$ cat src/rtl/gcn_phase_ctrl.sv
// gcn_phase_ctrl: top-level sequencer for the GCN inference datapath.
// One start pulse runs the whole inference:
//   LOAD      sweeps the feature/weight read addresses and launches
//             feature transform plus COO-to-adjacency conversion;
//   WAIT_DEP  waits for both of those stages to complete;
//   WAIT_AGG  runs aggregation;
//   WAIT_MAX  runs arg-max/writeback;
//   DONE      pulses done for one cycle.
// Each wait state has a watchdog, so a stalled stage aborts the run with err
// instead of hanging the block.
//
// Ports:
//   clk, rst_n                 clock, synchronous active-low reset
//   start                      run request, only sampled in IDLE
//   trans_d, coo_adj_done      transform / adjacency complete (pulse or level)
//   agg_d, max_done            aggregation / arg-max complete
//   input_re                   feature/weight memory read enable
//   input_addr_fm_row          feature row address (inner loop)
//   input_addr_wm              weight row address (outer loop)
//   trans_start, conv_start    one-cycle launches in the first LOAD cycle
//   agg_start, max_start       one-cycle launches on entering WAIT_AGG / WAIT_MAX
//   busy                       high whenever the sequencer is not IDLE
//   done                       one-cycle run-complete pulse
//   err                        sticky watchdog abort flag
//
// All outputs are registered. Each one is loaded from the value it will have
// in the state being entered, so a launch pulse lines up with the first cycle
// of its state.
module gcn_phase_ctrl #(
  parameter int unsigned NUM_FM_ROWS = 6,
  parameter int unsigned NUM_WM_ROWS = 3,
  parameter int unsigned FM_AW       = 3,
  parameter int unsigned WM_AW       = 2,
  parameter int unsigned TIMEOUT     = 64
) (
  input  logic             clk,
  input  logic             rst_n,
  input  logic             start,
  input  logic             trans_d,
  input  logic             coo_adj_done,
  input  logic             agg_d,
  input  logic             max_done,
  output logic             input_re,
  output logic [FM_AW-1:0] input_addr_fm_row,
  output logic [WM_AW-1:0] input_addr_wm,
  output logic             trans_start,
  output logic             conv_start,
  output logic             agg_start,
  output logic             max_start,
  output logic             busy,
  output logic             done,
  output logic             err
);

  localparam int unsigned WD_W = 16;

  // Last address of each sweep loop.
  localparam logic [FM_AW-1:0] FM_LAST = FM_AW'(NUM_FM_ROWS - 1);
  localparam logic [WM_AW-1:0] WM_LAST = WM_AW'(NUM_WM_ROWS - 1);

  // Abort fires in the wait cycle whose increment would bring the counter to
  // TIMEOUT, so a stage gets exactly TIMEOUT cycles in its wait state.
  localparam logic [WD_W-1:0]  WD_LAST = WD_W'(TIMEOUT - 1);

  typedef enum logic [2:0] {
    S_IDLE     = 3'd0,
    S_LOAD     = 3'd1,
    S_WAIT_DEP = 3'd2,
    S_WAIT_AGG = 3'd3,
    S_WAIT_MAX = 3'd4,
    S_DONE     = 3'd5
  } state_t;

  state_t state_q;
  state_t state_d;

  // Next-cycle values of the registered outputs and internal state.
  logic [FM_AW-1:0] fm_d;
  logic [WM_AW-1:0] wm_d;
  logic             re_d;
  logic             trans_start_d;
  logic             conv_start_d;
  logic             agg_start_d;
  logic             max_start_d;
  logic             busy_d;
  logic             done_d;
  logic             err_d;

  // Completion flags for the two upstream stages. They can finish while the
  // address sweep is still running, so each completion is remembered here.
  logic             trans_seen_q;
  logic             trans_seen_d;
  logic             conv_seen_q;
  logic             conv_seen_d;

  logic [WD_W-1:0]  wd_cnt_q;
  logic [WD_W-1:0]  wd_cnt_d;

  // Wait-state exit conditions and watchdog expiry.
  logic             dep_ok;
  logic             wd_expired;
  logic             in_wait;

  // Remembered or same-cycle completion both satisfy the dependency, so a
  // completion that arrives in the WAIT_DEP cycle itself is not lost.
  assign dep_ok     = (trans_seen_q | trans_d) & (conv_seen_q | coo_adj_done);
  assign wd_expired = (wd_cnt_q == WD_LAST);
  assign in_wait    = (state_q == S_WAIT_DEP) || (state_q == S_WAIT_AGG) ||
                      (state_q == S_WAIT_MAX);

  // Next-state, next-output and counter logic.
  always_comb begin
    state_d       = state_q;
    fm_d          = '0;
    wm_d          = '0;
    re_d          = 1'b0;
    trans_start_d = 1'b0;
    conv_start_d  = 1'b0;
    agg_start_d   = 1'b0;
    max_start_d   = 1'b0;
    err_d         = err;
    // Completions are only remembered while a run is in progress; anything
    // arriving in IDLE is stale and dropped.
    trans_seen_d  = trans_seen_q | ((state_q != S_IDLE) & trans_d);
    conv_seen_d   = conv_seen_q  | ((state_q != S_IDLE) & coo_adj_done);

    unique case (state_q)
      S_IDLE: begin
        if (start) begin
          state_d       = S_LOAD;
          re_d          = 1'b1;
          trans_start_d = 1'b1;
          conv_start_d  = 1'b1;
          err_d         = 1'b0;
          trans_seen_d  = 1'b0;
          conv_seen_d   = 1'b0;
        end
      end

      // Weight row outer, feature row inner, one address per cycle.
      S_LOAD: begin
        re_d = 1'b1;
        if (input_addr_fm_row == FM_LAST) begin
          fm_d = '0;
          if (input_addr_wm == WM_LAST) begin
            state_d = S_WAIT_DEP;
            re_d    = 1'b0;
            wm_d    = '0;
          end else begin
            wm_d = input_addr_wm + WM_AW'(1);
          end
        end else begin
          fm_d = input_addr_fm_row + FM_AW'(1);
          wm_d = input_addr_wm;
        end
      end

      S_WAIT_DEP: begin
        if (dep_ok) begin
          state_d     = S_WAIT_AGG;
          agg_start_d = 1'b1;
        end else if (wd_expired) begin
          state_d = S_IDLE;
          err_d   = 1'b1;
        end
      end

      S_WAIT_AGG: begin
        if (agg_d) begin
          state_d     = S_WAIT_MAX;
          max_start_d = 1'b1;
        end else if (wd_expired) begin
          state_d = S_IDLE;
          err_d   = 1'b1;
        end
      end

      S_WAIT_MAX: begin
        if (max_done) begin
          state_d = S_DONE;
        end else if (wd_expired) begin
          state_d = S_IDLE;
          err_d   = 1'b1;
        end
      end

      S_DONE: begin
        state_d = S_IDLE;
      end

      default: begin
        state_d = S_IDLE;
      end
    endcase

    busy_d = (state_d != S_IDLE);
    done_d = (state_d == S_DONE);

    // Watchdog restarts on every state change and only counts while waiting.
    if (state_d != state_q || !in_wait) begin
      wd_cnt_d = '0;
    end else begin
      wd_cnt_d = wd_cnt_q + WD_W'(1);
    end
  end

  // State and output registers.
  always_ff @(posedge clk) begin
    if (!rst_n) begin
      state_q           <= S_IDLE;
      input_addr_fm_row <= '0;
      input_addr_wm     <= '0;
      input_re          <= 1'b0;
      trans_start       <= 1'b0;
      conv_start        <= 1'b0;
      agg_start         <= 1'b0;
      max_start         <= 1'b0;
      busy              <= 1'b0;
      done              <= 1'b0;
      err               <= 1'b0;
      trans_seen_q      <= 1'b0;
      conv_seen_q       <= 1'b0;
      wd_cnt_q          <= '0;
    end else begin
      state_q           <= state_d;
      input_addr_fm_row <= fm_d;
      input_addr_wm     <= wm_d;
      input_re          <= re_d;
      trans_start       <= trans_start_d;
      conv_start        <= conv_start_d;
      agg_start         <= agg_start_d;
      max_start         <= max_start_d;
      busy              <= busy_d;
      done              <= done_d;
      err               <= err_d;
      trans_seen_q      <= trans_seen_d;
      conv_seen_q       <= conv_seen_d;
      wd_cnt_q          <= wd_cnt_d;
    end
  end

endmodule

$ cat config.mk
export PLATFORM = sky130hd
export DESIGN_NAME = gcn_phase_ctrl
export DESIGN_NICKNAME = d
export VERILOG_FILES = /design/src/rtl/gcn_phase_ctrl.sv
export SDC_FILE = /design/constraint.sdc
export NUM_CORES = 1
export LEC_CHECK = 0
export CORE_MARGIN = 2
export CORE_UTILIZATION = 58
export DETAILED_ROUTE_END_ITERATION = 7
export PLACE_DENSITY = 0.83
export SLEW_MARGIN = 20
export SYNTH_ARGS = -nofsm -noshare
export SYNTH_HDL_FRONTEND = slang
export SYNTH_SLANG_ARGS = --single-unit
$ cat constraint.sdc
create_clock -name clk -period 3.1 [get_ports clk]
set_input_delay 0.465 -clock clk [delete_from_list [all_inputs] [get_ports clk]]
set_output_delay 0.465 -clock clk [all_outputs]
set_load 0.05 [all_outputs]
* Yosys cells after proc, flatten, opt, wreduce, memory -nomap -nowiden
Index checks and enable logic that the tools add are counted.
** Storage, ports and cells
- Input port bits :: 7
- Word-level logic and storage cells :: 78
- Flip-flop bits (word level) :: 33
** Operators by class
- Muxes and demuxes :: 25
- Reductions and logical operators :: 15
- Add/sub/neg operators :: 3
- Equality and inequality tests :: 13
- Bitwise logic cells :: 9
** Operators by type and width (count)
- 2-to-1 mux 3 bit :: 7
- adder 16 x 1 -> 16 bit (second input constant) :: 1
- equality test 16 x 6 -> 1 bit (second input constant) :: 1
- one-hot mux 3 bit (5 select lines) :: 1
- 2-to-1 mux 1 bit :: 14
- equality test 3 bit (second input constant) :: 3
- inequality test 2 bit (second input constant) :: 4
- AND reduction 2 bit :: 4
- equality test 3 x 2 -> 1 bit (second input constant) :: 2
- nonzero test 3 bit :: 2
- AND reduction 5 bit :: 1
- OR 1 bit :: 4
- one-hot mux 1 bit (4 select lines) :: 1
- nonzero test 4 bit :: 1
- adder 3 x 1 -> 3 bit (second input constant) :: 1
- AND 1 bit :: 3
- equality test 3 x 1 -> 1 bit (second input constant) :: 1
- zero test 3 bit :: 1
- logical OR 1 bit :: 3
- inequality test 3 bit :: 1
- OR reduction 3 bit :: 1
- adder 2 x 1 -> 2 bit (second input constant) :: 1
- equality test 2 bit (second input constant) :: 1
- 2-to-1 mux 2 bit :: 1
- other kinds (4) :: 5

* Depth between registers and ports, before layout
Gate-level depths: netlist of run 1.
- Word-level depth :: 7
- Mapped depth :: 8

* Least setup slack after synthesis of run 1
OpenSTA, ideal clock, no wires.
- Path kind :: reg2reg
- From :: register input_addr_fm_row[0]
- To :: register wd_cnt_q[1]
- Setup time :: 0.137 ns
- Period minus slack after synthesis :: 2.032 ns
- Arrival time :: 1.895 ns
- Required time :: 2.963 ns
- Stages on the path, launching flop included :: 7
- Path buffers :: 0
- Setup slack :: 1.068 ns
- Cell sequence :: dfxtp_1 > ha_1 > nand2_1 > nor3b_1 > a21oi_1 > nor3_1 > nor3b_1
** On the way
- Longest elaborated chain between the ends :: 6
** Ends and longest elaborated chain
- start: declaration :: RTL line 44 : output logic [FM_AW-1:0] input_addr_fm_row,
- start signal: assignment :: RTL line 226 : input_addr_fm_row <= fm_d;
- equality test 3 bit :: RTL line 143 : if (input_addr_fm_row == FM_LAST) begin
- 2-to-1 mux 3 bit :: RTL line 143
- one-hot mux 3 bit (5 select lines) :: RTL line 127 : unique case (state_q)
- inequality test 3 bit :: RTL line 200 : if (state_d != state_q || !in_wait) begin
- logical OR 1 bit :: RTL line 200
- OR reduction 2 bit (no source line)
- end signal: assignment :: RTL line 238 : wd_cnt_q <= wd_cnt_d;
- end: declaration :: RTL line 96 : logic [WD_W-1:0] wd_cnt_q;
No other way between the ends.
A chain may end at the register's enable or synchronous reset.

* Final worst setup path of run 1
- From :: register state_q[1]
- To :: register wd_cnt_q[5]
** On the way
- Longest elaborated chain between the ends :: 6
- Elaborated cells on any way between the ends :: 19
- Those cells by class :: eq/ne: 5; mux: 8; reduce/logical: 6
** Ends and longest elaborated chain
- start: declaration :: RTL line 74 : state_t state_q;
- start signal: assignment :: RTL line 225 : state_q <= state_d;
- 2-to-1 mux 3 bit, or another cell as far along :: RTL line 162, 172, 181
- 2-to-1 mux 3 bit, or another cell as far along :: RTL line 179 : if (max_done) begin
- one-hot mux 3 bit (5 select lines) or logical OR 1 bit (tied branches) :: RTL line 127, 108
- inequality test 3 bit or zero test 1 bit (tied branches) :: RTL line 200
- logical OR 1 bit * :: RTL line 200
- OR reduction 2 bit (no source line) *
Every way passes the cells marked *; elsewhere a longest branch is shown, timed or not.

==> impl_results.md, run 1 <==
- Fin Setup TNS: 0 ns
- Endpoints failing hold: 0
- Nets: 203
- Seq cells post-synth: 33
- Die footprint: 3050 sq um
- Element type at the critical path start: flop
- Wirelength per Cell: 13.2 um
- Reg clk slew, reported paths: 0.10 ns
- CP Data Required Time: 3.30 ns
- Sw Ratio: 25.2%
- Placement row count: 18
- First-pass GRT wire length: 4.99 mm
- Outcome: complete, no violations
- DIE HEIGHT: 55.2 um
- Hpwl dp: 2.25 mm
- Hold_ws: 0.477 ns
- Vias per Instance: 5.64
- Critical path endpoint category: flop
- Arr. time, crit path: 2.58 ns
- Clock tree root driver cell: clkbuf_4
- Pins Over Slew Limit: 0
- Via count: 1,264
- Syn avg cell area: 8.74 sq um
- I/O pin count: 20
- Reg power frac: 60.4%
- RSZ-0062 raised after global routing: no
- Worst-path cell chain: nand2b_1, o32ai_1, o31ai_1, o211ai_2, nor3_1
- Clk pwr share: 31.6%
- Syn Nets: 184
- Final Wtd Congestion: 0.829
- Final Core Density: 71.1%
- Combinational share of power: 8.0%
- Synth cell types: 43
- Internal Power: 0.000540 W
- Power Density: 410 nW/um^2
- Final ANT Viol Nets: 0
- Post-synth EDFFs: 0
- # diodes: 0
- Overall Global Routing Usage: 20.7%
- Residual DRC: 0
- Clk Latency, worst-skew pair: 0.34 ns
- Crit Path Category: flop to flop
- Initial antenna violation count: 0
- Total wire length: 2.96 mm
- Fmax: 421 MHz
- Initial Util: 61.4%
- First-iteration detailed-routing DRC count: 26
- TritonRoute pass-1 iters: 4
- Main synth FF type: dfxtp_1
- Max cap viols: 0
- Number of setup buffers added after CTS: 0
- Measured slew at the worst slew-check pin: 0.642 ns
- Number of global-route vias before repair: 1,149
- Worst IR drop on VDD: 0.367 mV
- Minimum clock period: 2.38 ns
- Port Buffers: 19
- Period utilisation layout: 76.7%
- Share of post-route cells with drive strength above 1: 6.19%
- Hold Path Class: flop to flop
- Largest net degree at the start of global routing: 17
- Final setup fails: 0
- Cts bufs inserted: 5
- Asr flop ratio synth: 0%
- Area Overhead vs Synth: 15.8%
- Lkg Pwr: 0.592 nW
- Seq/Total Area, Yosys: 43.4%
- Core Area: 2480 sq um
- Crit Path Max Fanout: 16
- Max-slew headroom: 57.0%
- Slowest cell on the critical path: dfxtp_1
- Synthesized instance count: 174
- Max clock buf depth: 2
- Hold bufs inserted after CTS: 0
- Aggregate global routing overflow: 0
- Max incr delay on CP: 0.65 ns
- # resized after CTS: 0
- Clk sinks: 33
- H-tree level count: 2
- Skew final: 0.00868 ns
- Die width: 55.2 um
- NetSw: 0.000182 W
- Warnings, synthesis: 0
- TritonCTS clock tree: yes
- Synth Cell Area: 1520 sq um
logic make-up after synthesis:
logic type	synth area share, %
buffers and inverters	3.29
AND/OR/NAND/NOR	30.8
multiplexers	0.658
AO/OA/AOI/OAI	10.1
adder cells (fa/ha/maj)	2.47
XOR/XNOR	9.21
flip-flops	43.4
state kept, by name, indices dropped and copies added (netlist names), 2 cells and up:
register / count
wd_cnt_q: 16
input_addr_fm_row: 3
state_q: 3
input_addr_wm: 2
power groups by stage:
stage	Combinational (W)	Clock, W	Sequential, W
2_1_floorplan	0.0000266	0	0.000456
3_3_place_gp	0.0000569	0	0.000445
3_5_place_dp	0.0000584	0	0.000446
4_1_cts	0.0000585	0.000233	0.000436
5_1_grt	0.0000630	0.000250	0.000437
6_report	0.0000581	0.000228	0.000436
critical path: cells and delay by family (launching register included):
kind            cells  cell delay, ns
flops               1            0.65
compound gates      3            1.28
simple gates        2            0.31
layout make-up:
type | instances | area [sq um]
inverter | 3 | 11.3
tap | 30 | 37.5
clock inverter | 2 | 10.0
clock buffer | 6 | 41.3
timing repair buffer | 19 | 190
fill | 210 | 716
multi-input combinational | 131 | 811
sequential | 33 | 661
cells in the final DEF (no fill, tap or decap), types with 4 or more instances in the layout:
master	n
a21oi_1	4
and2_1	6
clkbuf_4	5
clkdlybuf4s50_1	19
dfxtp_1	33
nand2_1	19
nand3_1	6
nor2_1	27
nor3_1	10
nor3b_1	4
xnor2_1	8
xor2_1	8
synth_stat cells (all sizes together) (4+ instances only):
library cell	n	share of area, %
and2	6	2.5
nor3b	4	2.0
nand3	6	2.0
a21oi	4	1.3
nor3	10	3.3
and3	4	1.7
xor2	8	4.6
dfxtp	33	43
xnor2	8	4.6
buf	4	1.8
nor2	27	6.7
nand2	19	4.7
through the flow:
step                std cells  setup slack, ns  power, W  instance area [sq um]
floorplan                 174             1.07  0.000482                   1520
global placement          216            0.699  0.000502                   1710
detailed placement        216            0.620  0.000504                   1710
CTS                       224            0.709  0.000728                   1760
global route              224            0.535  0.000750                   1760
finish                    224            0.722  0.000722                   1760
path summary, 6_finish.rpt:
path / depth (start not counted) / slack [ns] / start / endpoint
hold reg to reg: 1 / 0.48 / wd_cnt_q[0]$_SDFF_PP0_ / wd_cnt_q[0]$_SDFF_PP0_
setup reg to reg: 5 / 0.72 / state_q[1]$_SDFF_PN0_ / wd_cnt_q[5]$_SDFF_PP0_
setup / recovery: 5 / 0.72 / state_q[1]$_SDFF_PN0_ / wd_cnt_q[5]$_SDFF_PP0_
hold / removal: 1 / 0.48 / wd_cnt_q[0]$_SDFF_PP0_ / wd_cnt_q[0]$_SDFF_PP0_
layer usage:
| layer | vias to the layer above | GRT usage [%] | wire, um |
|---|---|---|---|
| met4 | 0 | 12.2 | 46 |
| li1 | 636 | - | - |
| met5 | - | 0 | 0 |
| met2 | 25 | 32.3 | 1440 |
| met3 | 6 | 4.92 | 108 |
| met1 | 597 | 25.8 | 1360 |
Power figures use the tool's default switching activity.
==> run 2, diff against run 1 <==
- CORE_UTILIZATION: 58 -> 48
- PLACE_DENSITY: 0.83 -> 0.74
- clock period: 3.1 -> 2 ns (I/O delays scaled with it)
==> impl_results.md, run 2 (synthesized netlist as in run 1, its figures left out) <==
- Outcome: finished with violations
- Failing checks: negative setup slack
- Die width: 60.3 um
- Element type at the critical path start: flop
- Final Wtd Congestion: 0.792
- Clk sinks: 33
- Fin cells: 256
- M1 GR Usage: 27.3%
- Regs by FF count: wd_cnt_q x16, input_addr_fm_row x3, state_q x3
- Worst IR drop on VDD: 0.382 mV
- Minimum clock period: 2.04 ns
- Max cap viols: 0
- TritonCTS clock tree: yes
- Max incr delay on CP: 0.55 ns
- Crit Path Max Fanout: 3
- Most Crowded Layer GR: met2
- Hold Path Class: flop to flop
- Wirelength per Cell: 12.9 um
- First-pass GRT wire length: 5.58 mm
- Endpoints failing hold: 0
- Hold_ws: 0.447 ns
- Largest net degree at the start of global routing: 17
- Filler Cell Count: 232
- Final ANT Viol Nets: 0
- Family with the most delay on the worst path: simple AND/OR/NAND/NOR gates
- M2 GR Usage: 33.4%
- Worst path buffer plus inverter count: 0
- Grt met3 use: 5.84%
- Fmax: 490 MHz
- Share of post-route cells with drive strength above 1: 20.3%
- Cts bufs inserted: 5
- Clock tree root driver cell: clkbuf_4
- PnR worst setup slack: -0.0409 ns
- Max-slew headroom: 66.3%
- Die footprint: 3640 sq um
- Commonest non-fill, non-tap cells in the layout: nor2_1, dfxtp_1, nand2_1, clkdlybuf4s50_1, buf_4
- Final setup fails: 1
- Port Buffers: 19
- CP Data Required Time: 2.23 ns
- Placement row count: 20
- Worst-path cell chain: or4_4, nor4_4, a211oi_2, a311o_1, o31a_1
- Nets: 222
- H-tree level count: 2
- Initial Util: 50.2%
- Crit Path Category: flop to flop
- RSZ-0062 raised after global routing: yes
- DIE HEIGHT: 60.3 um
- Hpwl dp: 2.50 mm
- Residual DRC: 0
- Total chip power: 0.00114 W
- # diodes: 0
- Slowest cell on the critical path: or4_4
- Register with the most flip-flops: wd_cnt_q
- Critical path endpoint category: flop
- Via count: 1,328
- Reg clk slew, reported paths: 0.10 ns
- Clk Latency, worst-skew pair: 0.33 ns
- Aggregate global routing overflow: 0
- Fin Setup TNS: -0.0409 ns
- Max FFs per register: 16
- Area Overhead vs Synth: 31.2%
- Power Density: 574 nW/um^2
- Pins Over Slew Limit: 0
- Core Area: 3030 sq um
- Total wire length: 3.31 mm
- Dpl cells: 246
- Initial antenna violation count: 0
- Skew final: 0.00608 ns
- I/O pin count: 20
- Arr. time, crit path: 2.27 ns
- Lkg Pwr: 0.705 nW
- Period utilisation layout: 102%
- Vias per Instance: 5.19
- TritonRoute pass-1 iters: 4
- Max clock buf depth: 2
- Overall Global Routing Usage: 20.6%
- Measured slew at the worst slew-check pin: 0.504 ns
- First-iteration detailed-routing DRC count: 56
- Number of global-route vias before repair: 1,256
[run 2: worst register-to-register path, stage by stage (launching register included)]
cell,delay (ns)
dfxtp_2,0.33
or4_4,0.55
nor4_4,0.35
a211oi_2,0.08
a311o_1,0.36
o31a_1,0.27
[run 2: final cells by class]
type | instances | area, sq um | share of cell area (%)
Clock buffer | 7 | 55.1 | 2.76
Inverter | 3 | 11.3 | 0.564
Multi-Input combinational cell | 131 | 857 | 42.9
Sequential cell | 33 | 668 | 33.5
Tap cell | 44 | 55.1 | 2.76
Timing Repair Buffer | 38 | 349 | 17.5
[run 2: worst paths after layout]
path,start,end,slack (ns),depth (start not counted)
max,wd_cnt_q[12]$_SDFF_PP0_,busy$_SDFF_PN0_,-0.04,5
min,input_addr_fm_row[0]$_SDFF_PP0_,input_addr_fm_row[0]$_SDFF_PP0_,0.45,1
max reg2reg,wd_cnt_q[12]$_SDFF_PP0_,busy$_SDFF_PN0_,-0.04,5
min reg2reg,input_addr_fm_row[0]$_SDFF_PP0_,input_addr_fm_row[0]$_SDFF_PP0_,0.45,1
[run 2: metrics by stage]
| stage | area [sq um] | setup WS (ns) | util, % |
|---|---|---|---|
| floorplan | 1550 | -0.0229 | - |
| global placement | 1890 | -0.0401 | 62.3 |
| finish | 2000 | -0.0409 | 65.9 |
| detailed placement | 1890 | -0.0878 | 62.3 |
| global route | 2000 | -0.105 | 65.9 |
| CTS | 1990 | -0.0247 | 65.6 |
[run 2: repair_timing]
action,4_1_cts,5_1_grt
resized for setup,6,3
hold buffers,0,0
buffers inserted,3,0
pin swaps,5,1
endpoints found under the setup margin,18,18
gates cloned,0,0
[run 2: layer usage]
metal	routed length, um	vias to the layer above	share of wire, %
met5	0	-	0
met4	25	0	0.75
met3	148	5	4.5
met2	1650	32	50
met1	1480	619	45
li1	-	672	-
[run 2: power breakdown]
group	total [W]	switching, W	internal (W)	leakage, nW
clock	0.000375	0.000209	0.000166	0.0314
sequential	0.000676	0.00000977	0.000666	0.270
combinational	0.0000939	0.0000539	0.0000400	0.404
==> run 3, diff against run 2 <==
- CORE_MARGIN: 2 -> 10
==> impl_results.md, run 3 (synthesized netlist as in run 1, its figures left out) <==
- Outcome: finished with violations
- Failing checks: negative setup slack
- DP Area: 1890 sq um
- H-tree level count: 2
- Pins Over Slew Limit: 0
- Clk Latency, worst-skew pair: 0.34 ns
- Final Wtd Congestion: 0.913
- Wirelength per Cell: 13.3 um
- Wire length on met1: 1.49 mm
- Met2 WL: 1.63 mm
- Routed wl met3: 236 um
- Most common cell after layout, fill and taps aside: dfxtp_1
- Number of global-route vias before repair: 1,296
- Area Overhead vs Synth: 29.0%
- Fin cells: 256
- Final instance area: 1960 sq um
- PnR worst setup slack: -0.0327 ns
- Endpoints failing hold: 0
- Initial Util: 49.8%
- Hold Path Class: flop to flop
- Critical path endpoint category: flop
- Die width: 76.3 um
- Aggregate global routing overflow: 0
- Max cap viols: 0
- Share of post-route cells with drive strength above 1: 18.4%
- Lkg Pwr: 0.701 nW
- Overall Global Routing Usage: 12.1%
- DIE HEIGHT: 76.3 um
- Port Buffers: 19
- Fin Setup TNS: -0.0327 ns
- First-iteration detailed-routing DRC count: 35
- Reg clk slew, reported paths: 0.10 ns
- Nets: 223
- Measured slew at the worst slew-check pin: 0.517 ns
- Residual DRC: 0
- Total chip power: 0.00111 W
- Core Area: 3050 sq um
- TritonCTS clock tree: yes
- Initial antenna violation count: 0
- Dpl cells: 247
- Register with the most flip-flops: wd_cnt_q
- Minimum clock period: 2.03 ns
- Hpwl dp: 2.64 mm
- Reg-to-reg endpoint: busy$_SDFF_PN0_
- Final setup fails: 1
- Final ANT Viol Nets: 0
- Worst Hold Path Cells: 1
- Worst r2r path cells: 6
- Clock tree root driver cell: clkbuf_4
- Hold Path Sink: input_addr_fm_row[0]$_SDFF_PP0_
- Die footprint: 5820 sq um
- Uppermost layer routed: met4
- TritonRoute pass-1 iters: 4
- Worst IR drop on VDD: 0.377 mV
- Hold Path Origin: input_addr_fm_row[0]$_SDFF_PP0_
- Fmax: 492 MHz
- Element type at the critical path start: flop
- Final Core Density: 64.3%
- Commonest non-fill, non-tap cells in the layout: dfxtp_1, nor2_1, nand2_1, clkdlybuf4s50_1, buf_4
- Vias per Instance: 5.20
- Clk sinks: 33
- Arr. time, crit path: 2.26 ns
- CP Data Required Time: 2.23 ns
- Regs by FF count: wd_cnt_q x16, input_addr_fm_row x3, state_q x3
- Placement row count: 20
- Crit Path Max Fanout: 4
- Period utilisation layout: 102%
- Skew final: 0.0123 ns
- Critical R2R Launch: wd_cnt_q[6]$_SDFF_PP0_
- Max FFs per register: 16
- First-pass GRT wire length: 5.84 mm
- Power Density: 563 nW/um^2
- # diodes: 0
- Cts bufs inserted: 5
- Crit Path Category: flop to flop
- Max-slew headroom: 65.4%
- Max clock buf depth: 2
- Register-to-register setup slack: -0.03 ns
- Via count: 1,332
- RSZ-0062 raised after global routing: yes
- I/O pin count: 20
- Largest net degree at the start of global routing: 17
- Total wire length: 3.40 mm
## run 3: cell types whose count changed in the layout (fill, tap and decap cells not counted), sizes merged
cell,delta
clkbuf,-2
buf,+1
clkinv,+1
## run 3: layer usage
layer	vias up	global-route usage (%)
met1	621	13.1
met2	32	20.0
li1	673	-
met4	0	4.46
met5	-	0
met3	6	5.78
## run 3: cell type report
cell class,instances,area [sq um]
well taps,44,55.1
repair buffers,39,353
fillers,274,1090
inverters,3,11.3
flip-flops and latches,33,666
clock buffers,5,37.5
multi-input cells,131,836
clock inverters,1,5.00
## run 3: report_power, final
part,switching (W),internal [W],total [W]
Combinational,0.0000560,0.0000420,0.0000980
Clock,0.000211,0.000122,0.000333
Sequential,0.00000820,0.000666,0.000674
## run 3: repair_timing
item                                    4_1_cts  5_1_grt
hold endpoints to repair                      0        0
hold buffers                                  0        0
resized for setup                             2        1
setup buffers                                 2        1
pin swaps                                     1        1
endpoints found under the setup margin       20       18
## run 3: worst max-delay path by stage
stage                                        from              end  slack (ns)
after floorplan            wd_cnt_q[1]$_SDFF_PP0_  busy$_SDFF_PN0_       -0.02
after global placement     wd_cnt_q[1]$_SDFF_PP0_  busy$_SDFF_PN0_       -0.07
after detailed placement   wd_cnt_q[1]$_SDFF_PP0_  busy$_SDFF_PN0_       -0.16
after CTS                 wd_cnt_q[12]$_SDFF_PP0_  busy$_SDFF_PN0_       -0.01
after global routing       wd_cnt_q[6]$_SDFF_PP0_  busy$_SDFF_PN0_       -0.08
final                      wd_cnt_q[6]$_SDFF_PP0_  busy$_SDFF_PN0_       -0.03
## run 3: stage by stage
step	setup slack (ns)	hold WS, ns
after floorplan	-0.0229	0.423
after global placement	-0.0731	0.419
after detailed placement	-0.159	0.437
after CTS	-0.0112	0.450
after global routing	-0.0793	0.480
final	-0.0327	0.444
## run 3: critical path: stages, from the launching register on
cell and delay (ns):
dfxtp_1 0.32, or4_4 0.54, nor4_4 0.28, buf_4 0.18
a211oi_2 0.05, a311o_1 0.30, o31a_1 0.24
